--- src/rtl/scanline_renderer.sv ---
// Tile-based background scanline renderer: fetches map/tile bytes from VRAM and streams
// palette-mapped pixels over a valid/ready handshake. Window layer built only with SCANLINE_WINDOW_EN.
module scanline_renderer #(
  parameter int LINE_WIDTH = 160,
  parameter int NUM_LINES  = 144,
  parameter int VRAM_AW    = 13
) (
  input  logic                          clk,
  input  logic                          reset_n,
  input  logic                          drawline,
  input  logic [7:0]                    lcdc,
  input  logic [7:0]                    scx,
  input  logic [7:0]                    scy,
  input  logic [7:0]                    wx,
  input  logic [7:0]                    wy,
  input  logic [7:0]                    bgp,
  output logic                          vram_rd,
  output logic [VRAM_AW-1:0]            vram_addr,
  input  logic [7:0]                    vram_data,
  output logic                          pix_valid,
  input  logic                          pix_ready,
  output logic [1:0]                    pix_shade,
  output logic [$clog2(LINE_WIDTH)-1:0] pix_x,
  output logic [7:0]                    cur_line,
  output logic                          busy,
  output logic                          line_done,
  output logic                          frame_done
);
  localparam int XW = $clog2(LINE_WIDTH);

  typedef enum logic [2:0] {IDLE, MAP, LO, HI, PUSH} state_t;
  state_t w_next_state, r_state;

  logic [7:0]    r_lcdc, r_bgp, r_ybg, r_idx, r_lo, r_hi, r_cur_line;
  logic [4:0]    r_mcol;
  logic [2:0]    r_skip;
  logic [3:0]    r_bit;
  logic [1:0]    r_ph;
  logic          r_first, r_last, r_vram_rd, r_pix_valid, r_line_done, r_frame_done;
  logic [XW-1:0] r_col, r_pix_x;
  logic [1:0]    r_pix_shade;
  logic [VRAM_AW-1:0] r_vram_addr;

  logic w_xfer, w_can_load, w_line_end, w_refetch, w_emit, w_fetch_done, w_win_trig, w_map_hi;
  logic [4:0] w_mrow;
  logic [2:0] w_trow;
  logic [1:0] w_color, w_shade;
  logic [VRAM_AW-1:0] w_map_addr, w_tile_addr;

`ifdef SCANLINE_WINDOW_EN
  logic [7:0] r_wx, r_wy, r_wline;
  logic       r_in_win;
  assign w_win_trig = r_lcdc[5] & r_lcdc[0] & ~r_in_win & (r_cur_line >= r_wy) &
                      ((32'(r_col) + 32'd7) >= 32'(r_wx));
  assign w_mrow     = r_in_win ? r_wline[7:3] : r_ybg[7:3];
  assign w_trow     = r_in_win ? r_wline[2:0] : r_ybg[2:0];
  assign w_map_hi   = r_in_win ? r_lcdc[6] : r_lcdc[3];
`else
  assign w_win_trig = 1'b0;
  assign w_mrow     = r_ybg[7:3];
  assign w_trow     = r_ybg[2:0];
  assign w_map_hi   = r_lcdc[3];
`endif

  assign w_xfer       = r_pix_valid & pix_ready;
  assign w_can_load   = ~r_pix_valid | pix_ready;
  assign w_fetch_done = (r_ph == 2'd2);
  assign w_line_end   = (r_state == PUSH) & w_xfer & r_last;
  // Leave PUSH only once the output slot is empty after this edge, so no pixel is dropped.
  assign w_refetch    = (r_state == PUSH) & w_can_load & ~r_last & (w_win_trig | (r_lcdc[0] & r_bit[3]));
  assign w_emit       = (r_state == PUSH) & w_can_load & ~r_last & ~w_refetch;

  assign w_color     = {r_hi[7], r_lo[7]};
  assign w_shade     = r_bgp[{w_color, 1'b0} +: 2];
  assign w_map_addr  = VRAM_AW'(w_map_hi ? 16'h1C00 : 16'h1800) + VRAM_AW'({w_mrow, r_mcol});
  assign w_tile_addr = (r_lcdc[4] ? VRAM_AW'({r_idx, 4'd0})
                                  : VRAM_AW'(16'h1000) + VRAM_AW'({{4{r_idx[7]}}, r_idx, 4'd0}))
                       + VRAM_AW'({w_trow, 1'b0});

  assign vram_rd    = r_vram_rd;
  assign vram_addr  = r_vram_addr;
  assign pix_valid  = r_pix_valid;
  assign pix_shade  = r_pix_shade;
  assign pix_x      = r_pix_x;
  assign cur_line   = r_cur_line;
  assign busy       = (r_state != IDLE);
  assign line_done  = r_line_done;
  assign frame_done = r_frame_done;

  always_ff @(posedge clk or negedge reset_n) begin
    if (!reset_n) r_state <= IDLE;
    else          r_state <= w_next_state;
  end

  always_comb begin
    w_next_state = r_state;
    unique case (r_state)
      IDLE:    if (drawline) w_next_state = lcdc[0] ? MAP : PUSH;
      MAP:     if (w_fetch_done) w_next_state = LO;
      LO:      if (w_fetch_done) w_next_state = HI;
      HI:      if (w_fetch_done) w_next_state = PUSH;
      PUSH: begin
        if (w_line_end)     w_next_state = IDLE;
        else if (w_refetch) w_next_state = MAP;
      end
      default: w_next_state = IDLE;
    endcase
  end

  always_ff @(posedge clk or negedge reset_n) begin
    if (!reset_n) begin
      r_lcdc <= '0; r_bgp <= '0; r_ybg <= '0; r_idx <= '0; r_lo <= '0; r_hi <= '0;
      r_cur_line <= '0; r_mcol <= '0; r_skip <= '0; r_bit <= '0; r_ph <= '0;
      r_first <= 1'b0; r_last <= 1'b0; r_vram_rd <= 1'b0; r_pix_valid <= 1'b0;
      r_line_done <= 1'b0; r_frame_done <= 1'b0; r_col <= '0; r_pix_x <= '0;
      r_pix_shade <= '0; r_vram_addr <= '0;
`ifdef SCANLINE_WINDOW_EN
      r_wx <= '0; r_wy <= '0; r_wline <= '0; r_in_win <= 1'b0;
`endif
    end else begin
      r_vram_rd    <= 1'b0;
      r_line_done  <= 1'b0;
      r_frame_done <= 1'b0;
      unique case (r_state)
        IDLE: begin
          r_ph <= '0;
          if (drawline) begin
            r_lcdc <= lcdc; r_bgp <= bgp; r_ybg <= r_cur_line + scy;
            r_mcol <= scx[7:3]; r_skip <= scx[2:0]; r_first <= 1'b1;
            r_col <= '0; r_last <= 1'b0; r_lo <= '0; r_hi <= '0; r_bit <= '0; r_pix_x <= '0;
`ifdef SCANLINE_WINDOW_EN
            r_wx <= wx; r_wy <= wy; r_in_win <= 1'b0;
`endif
          end
        end
        MAP, LO, HI: begin
          r_ph <= w_fetch_done ? 2'd0 : r_ph + 2'd1;
          if (r_ph == 2'd0) begin
            r_vram_rd <= 1'b1;
            if (r_state == MAP)     r_vram_addr <= w_map_addr;
            else if (r_state == LO) r_vram_addr <= w_tile_addr;
            else                    r_vram_addr <= w_tile_addr | VRAM_AW'(1);
          end
          if (w_fetch_done) begin
            if (r_state == MAP)     r_idx <= vram_data;
            else if (r_state == LO) r_lo <= vram_data;
            else begin
              // Pre-shift the first tile so its leading fine-scroll pixels are never emitted.
              r_hi    <= vram_data << (r_first ? r_skip : 3'd0);
              r_lo    <= r_lo << (r_first ? r_skip : 3'd0);
              r_bit   <= r_first ? {1'b0, r_skip} : 4'd0;
              r_first <= 1'b0;
              r_mcol  <= r_mcol + 5'd1;
            end
          end
        end
        PUSH: begin
          if (w_line_end) begin
            r_pix_valid <= 1'b0;
            r_line_done <= 1'b1;
            if (r_cur_line == 8'(NUM_LINES - 1)) begin
              r_cur_line   <= '0;
              r_frame_done <= 1'b1;
            end else begin
              r_cur_line <= r_cur_line + 8'd1;
            end
`ifdef SCANLINE_WINDOW_EN
            if (r_cur_line == 8'(NUM_LINES - 1)) r_wline <= '0;
            else if (r_in_win)                   r_wline <= r_wline + 8'd1;
`endif
          end else if (w_refetch) begin
            r_pix_valid <= 1'b0;
`ifdef SCANLINE_WINDOW_EN
            if (w_win_trig) begin
              r_in_win <= 1'b1;
              r_mcol   <= '0;
              r_first  <= 1'b1;
              r_skip   <= (r_wx < 8'd7) ? 3'(8'd7 - r_wx) : 3'd0;
            end
`endif
          end else if (w_emit) begin
            r_pix_valid <= 1'b1;
            r_pix_shade <= w_shade;
            r_pix_x     <= r_col;
            r_col       <= r_col + 1'b1;
            r_lo        <= r_lo << 1;
            r_hi        <= r_hi << 1;
            r_bit       <= r_bit + 4'd1;
            if (r_col == XW'(LINE_WIDTH - 1)) r_last <= 1'b1;
          end
        end
        default: ;
      endcase
    end
  end
endmodule

--- config.mk ---
export PLATFORM = sky130hd
export DESIGN_NAME = scanline_renderer
export DESIGN_NICKNAME = d
export VERILOG_FILES = /design/src/rtl/scanline_renderer.sv
export SDC_FILE = /design/constraint.sdc
export NUM_CORES = 1
export LEC_CHECK = 0
export BUFFER_PORTS_ARGS = -buffer_cell sky130_fd_sc_hd__buf_2
export CORE_MARGIN = 5
export CORE_UTILIZATION = 57
export DETAILED_ROUTE_END_ITERATION = 7
export PLACE_DENSITY = 0.88
export SLEW_MARGIN = 20
export SYNTH_ARGS = -nofsm -noshare
export SYNTH_HDL_FRONTEND = slang
export SYNTH_SLANG_ARGS = --single-unit
--- constraint.sdc ---
create_clock -name clk -period 2.55 [get_ports clk]
set_clock_uncertainty 0.2 [all_clocks]
set_input_delay 0.51 -clock clk [delete_from_list [all_inputs] [get_ports clk]]
set_output_delay 0.51 -clock clk [all_outputs]
set_load 0.01 [all_outputs]
# Word level (Yosys, flattened, before mapping)
# Cells that the tools add are included.
# op_classes
n_shift	3
n_eq_ne	19
bitwise	13
muxes	74
reduce_logical	20
add_sub_neg	9
# ops
cell	n
two-way mux 8 bit	20
case mux 8 bit (3 select lines)	2
case mux 8 bit (2 select lines)	2
two-way mux 4 bit	7
two-way mux 3 bit	9
two-way mux 13 bit	2
two-way mux 1 bit	20
two-way mux 5 bit	4
!= test 2 bit, second input constant	10
adder 8 x 1 -> 8 bit, second input constant	2
equality test 8 bit, second input constant	2
<< shifter 8 x 3 -> 8 bit	2
case mux 3 bit (5 select lines)	1
AND reduction 5 bit	3
adder 12 x 11 -> 13 bit	1
adder 13 bit, first input constant	1
adder 13 x 4 -> 13 bit	1
case mux 4 bit (3 select lines)	1
two-way mux 11 bit	1
case mux 5 bit (2 select lines)	1
nonzero test 3 bit	3
adder 8 bit	1
bitwise AND 1 bit	8
AND reduction 2 bit	4
other kinds (24)	30
# totals
out_inout_bits	36
word_cells	160
inputBits	60
ff_bits	107

# Logic depth before layout (Yosys ltp)
# depth
word_depth	11
depth_mapped	8
ltp_nobuf	7

# Worst setup path after synthesis
# No wires, ideal clock.
# synth_path
path_kind	input port to flip-flop
startpoint	input port scy[0]
endpoint	register r_ybg[6]
setup_ns	0.135
stages	7
arrival_ns	1.731
required_ns	2.215
setup_slack_ns	0.484
path_buffers	0
path_cell_list	ha_1 fa_1 a21oi_1 o21ai_0 a21oi_1 xor2_1 o21ai_0
# synth_via
elab_chain_len	1
# synth_rtl
element	line	source
from (decl)	13	input logic [7:0] scy,
adder 8 bit	128	r_lcdc <= lcdc; r_bgp <= bgp; r_ybg <= r_cur_line + scy;
to (signal assigned)	128	
to (decl)	34	logic [7:0] r_lcdc, r_bgp, r_ybg, r_idx, r_lo, r_hi, r_cur_line;
# Every way passes these cells.
# A chain may end at the register's enable or synchronous reset.

# Worst setup path after layout
# layout_path
startpoint	register r_state[2]
endpoint	output port busy
# layout_via
elab_chain_len	1
# layout_rtl
element	line	source
from (decl)	32	state_t w_next_state, r_state;
from (signal assigned)	92	else r_state <= w_next_state;
nonzero test 3 bit	86	assign busy = (r_state != IDLE);
to (decl)	25	output logic busy,
# Every way passes these cells.

==> results.md <==
- Status: finished, final reports clean
- Max rail drop VDD: 521 uV
- Combinational Power Share: between 40% and 50%
- Vias in the first global route: 4653
- Power density over the cells: 1080 nW/um^2
- Max Slew Vio Count: 0
- Post-layout min period: 2.30 ns
- GPL Wtd Cong: 0.887
- Layout area overhead: 13.6%
- H-tree depth: 3
- Worst Path Required: 1.84 ns
- Core Area: 9770 um^2
- Height of the die: ~110 um
- Share of cells above drive strength 1: 21.6%
- Remaining antenna violation count: 0
- Cell variety after synth: 70
- EDFF count, synth: 0
- Syn Nets: 669
- Avg Cell Area, Syn: ~9.5 um^2
- Kind of critical path: flop to primary output
- Synth Instances: 597
- Mapped Area: between 5000 and 6000 um^2
- Latest clock arrival within the worst-skew pair: 0.38 ns
- Total of max-cap violations: 0
- Post-synth ARST share: 100%
- Final setup violation count: 0
- Chip Width: 110 um
- Sw Ratio: 41.3%
- Initial Util: approximately three fifths
- Initial DRC Count: ~340
- RSZ-0062 raised after global routing: false
- CTS clk-pin slew, worst paths: 0.10 ns
- First-pass GRT wire length: between 20000 and 25000 um
- Number of diodes: 0
- Hold WC Path Type: input port to flop
- Sw power: between 2 and 3 mW
- Worst path arrival time: 1.59 ns
- Max-slew headroom: 63.4%
- IO buf count: 74
- Ports: 96
- Pint: 4.09 mW
- Total CTS buffers: 9
- GRT Util Overall: 24.0%
- CTS max path bufs: 2
- Synth area leader: dfrtp_1
- Via density: around 6
- Overall power: 6.97 mW
- Ys Warns: 0
- Final hold violation count: 0
- Leakage Power: 3.05 nW
- Die Area: around 12000 um^2
- Final WL: 13800 um
- Grt total ovfl: 0
- Share of the synthesized area in the top cell type: 46.2%
- Final period util: 90.0%
- Largest net degree at the start of global routing: 51
- Setup Fix Bufs, Post-CTS: 0
- Worst-path maximum fanout: 14
- Initial antenna violation count: 0
- Sequential share of power: 39.0%
- Worst Setup End Kind: primary output
- Nets@finish: 739
- Top_reg_cell synth: dfrtp_1
- Root Driver: clkbuf_8
- Placed Cells: 788
- Seq/Total Area, Yosys: 46.2%
- Clk network pwr share: 16.9%
- CTS tree: done
- Layout Cells excl Fill: 805
- Drc violations: 0
- Clock sink count: 105
- Sum of negative setup slack: 0 ns
- Initial DRT Pass Iterations: 5
- Fmax: 436 MHz
- Via count: around 4800
- # rows: 36
- Worst slew pin tran: 0.543 ns
- Routed WL per cell: 17.2 um
- Seq cells post-synth: approximately 110
- Synth area leaders: dfrtp_1 (46%), nand2_1 (8.7%), o21ai_0 (5.2%)
- Worst R2R Setup Slack: 0.29 ns
- Post-DP HPWL: 9950 um
- Element type at the critical path start: flop
[per-stage QoR]
step	cell area [um^2]	worst slack (ns)	hold WS, ns	utilization [%]
2_1_floorplan	5690	0.484	0.0144	-
3_3_place_gp	6220	0.290	0.255	63.7
3_5_place_dp	6220	0.148	0.265	63.7
4_1_cts	6460	0.232	0.109	66.1
5_1_grt	6470	0.118	0.110	66.2
6_report	6470	0.254	0.128	66.2
[power by group through the flow]
stage	combinational (mW)	sequential, mW	clock [mW]
floorplan	2.27	2.60	0
global placement	2.92	2.69	0
detailed placement	3.04	2.73	0
CTS	3.06	2.70	1.20
global route	3.42	2.79	1.26
finish	3.07	2.72	1.18
[worst paths after layout]
check	start	endpoint	cells past startpoint
max in group asynchronous	reset_n	r_mcol[3]	3
min in group asynchronous	reset_n	vram_addr[2]	2
worst min-delay path	scx[1]	r_skip[1]	3
worst max register to register	r_skip[1]	r_lo[4]	5
worst min register to register	vram_addr[9]	vram_addr[9]	2
worst max-delay path	r_state[2]	busy	4
[state kept, by name (all words and copies together), names as in the netlist, 2 cells and up]
| name | flops |
|---|---|
| r_lo | 8 |
| r_bgp | 8 |
| r_ph | 2 |
| r_mcol | 5 |
| r_skip | 3 |
| pix_x | 8 |
| r_ybg | 8 |
| r_col | 8 |
| r_idx | 8 |
| r_lcdc | 3 |
| cur_line | 8 |
| pix_shade | 2 |
| vram_addr | 13 |
| r_bit | 4 |
| r_hi | 8 |
| r_state | 3 |
[critical path, cell delays in order, from the launching register on]
cell,delay (ns)
dfrtp_1,0.45
buf_4,0.22
nor3_1,0.33
inv_1,0.07
buf_2,0.15
[logic make-up (layout without fill, tap and decap cells)]
kind of cell,after synthesis,after routing,share of synthesized area (%)
xor+xnor,20,20,3.08
buf+inv,48,123,4.13
compound gates,144,144,16.6
flops,105,105,46.2
mux,41,41,9.05
simple gates,227,227,18.2
fa+ha+maj,12,12,2.77
[final cells by class]
type / count / area [um^2]
Fill cell: 785 / 3310
Clock inverter: 5 / 85.1
Clock buffer: 11 / 141
Multi-Input combinational cell: 444 / 2840
Tap cell: 133 / 166
Inverter: 10 / 37.5
Sequential cell: 105 / 2630
Timing Repair Buffer: 97 / 573
[repair_timing]
item,in CTS,in global routing
endpoints found under the setup margin,0,1
resized for setup,0,1
hold endpoints to repair,34,0
hold buffers,1,0
[placed cells by master, fill, tap and decap left out, drive strengths merged, types with 3 or more instances in the layout]
master	count
a2111oi	3
a211oi	4
a21o	5
a21oi	21
a221o	3
a221oi	3
a22oi	7
a31oi	3
and2	5
and3	4
buf	96
clkbuf	11
dfrtp	105
ha	11
inv	12
mux2	14
mux2i	20
mux4	7
nand2	133
nand2b	3
nand3	9
nand4	8
nor2	32
nor2b	6
nor3	10
nor3b	6
o21ai	59
o22ai	3
o2bb2ai	3
o31ai	4
o41ai	4
or3	4
xnor2	8
xor2	12
[cell usage after synthesis (9+ instances only)]
library cell  instances
nor2_1               31
mux2i_1              20
nand3_1               9
inv_1                10
o21ai_0              59
buf_2                26
dfrtp_1             105
nand2_1             132
ha_1                 11
a21oi_1              21
xor2_1               12
nor3_1                9
mux2_2               14
[routing by layer]
layer,track usage [%],vias up,share of wire [%]
met3,4.93,29,7.9
li1,-,2249,-
met1,32.4,2337,42
met2,38.9,210,48
met4,7.66,0,1.8
met5,0,-,0
Power figures use the tool's default switching activity.
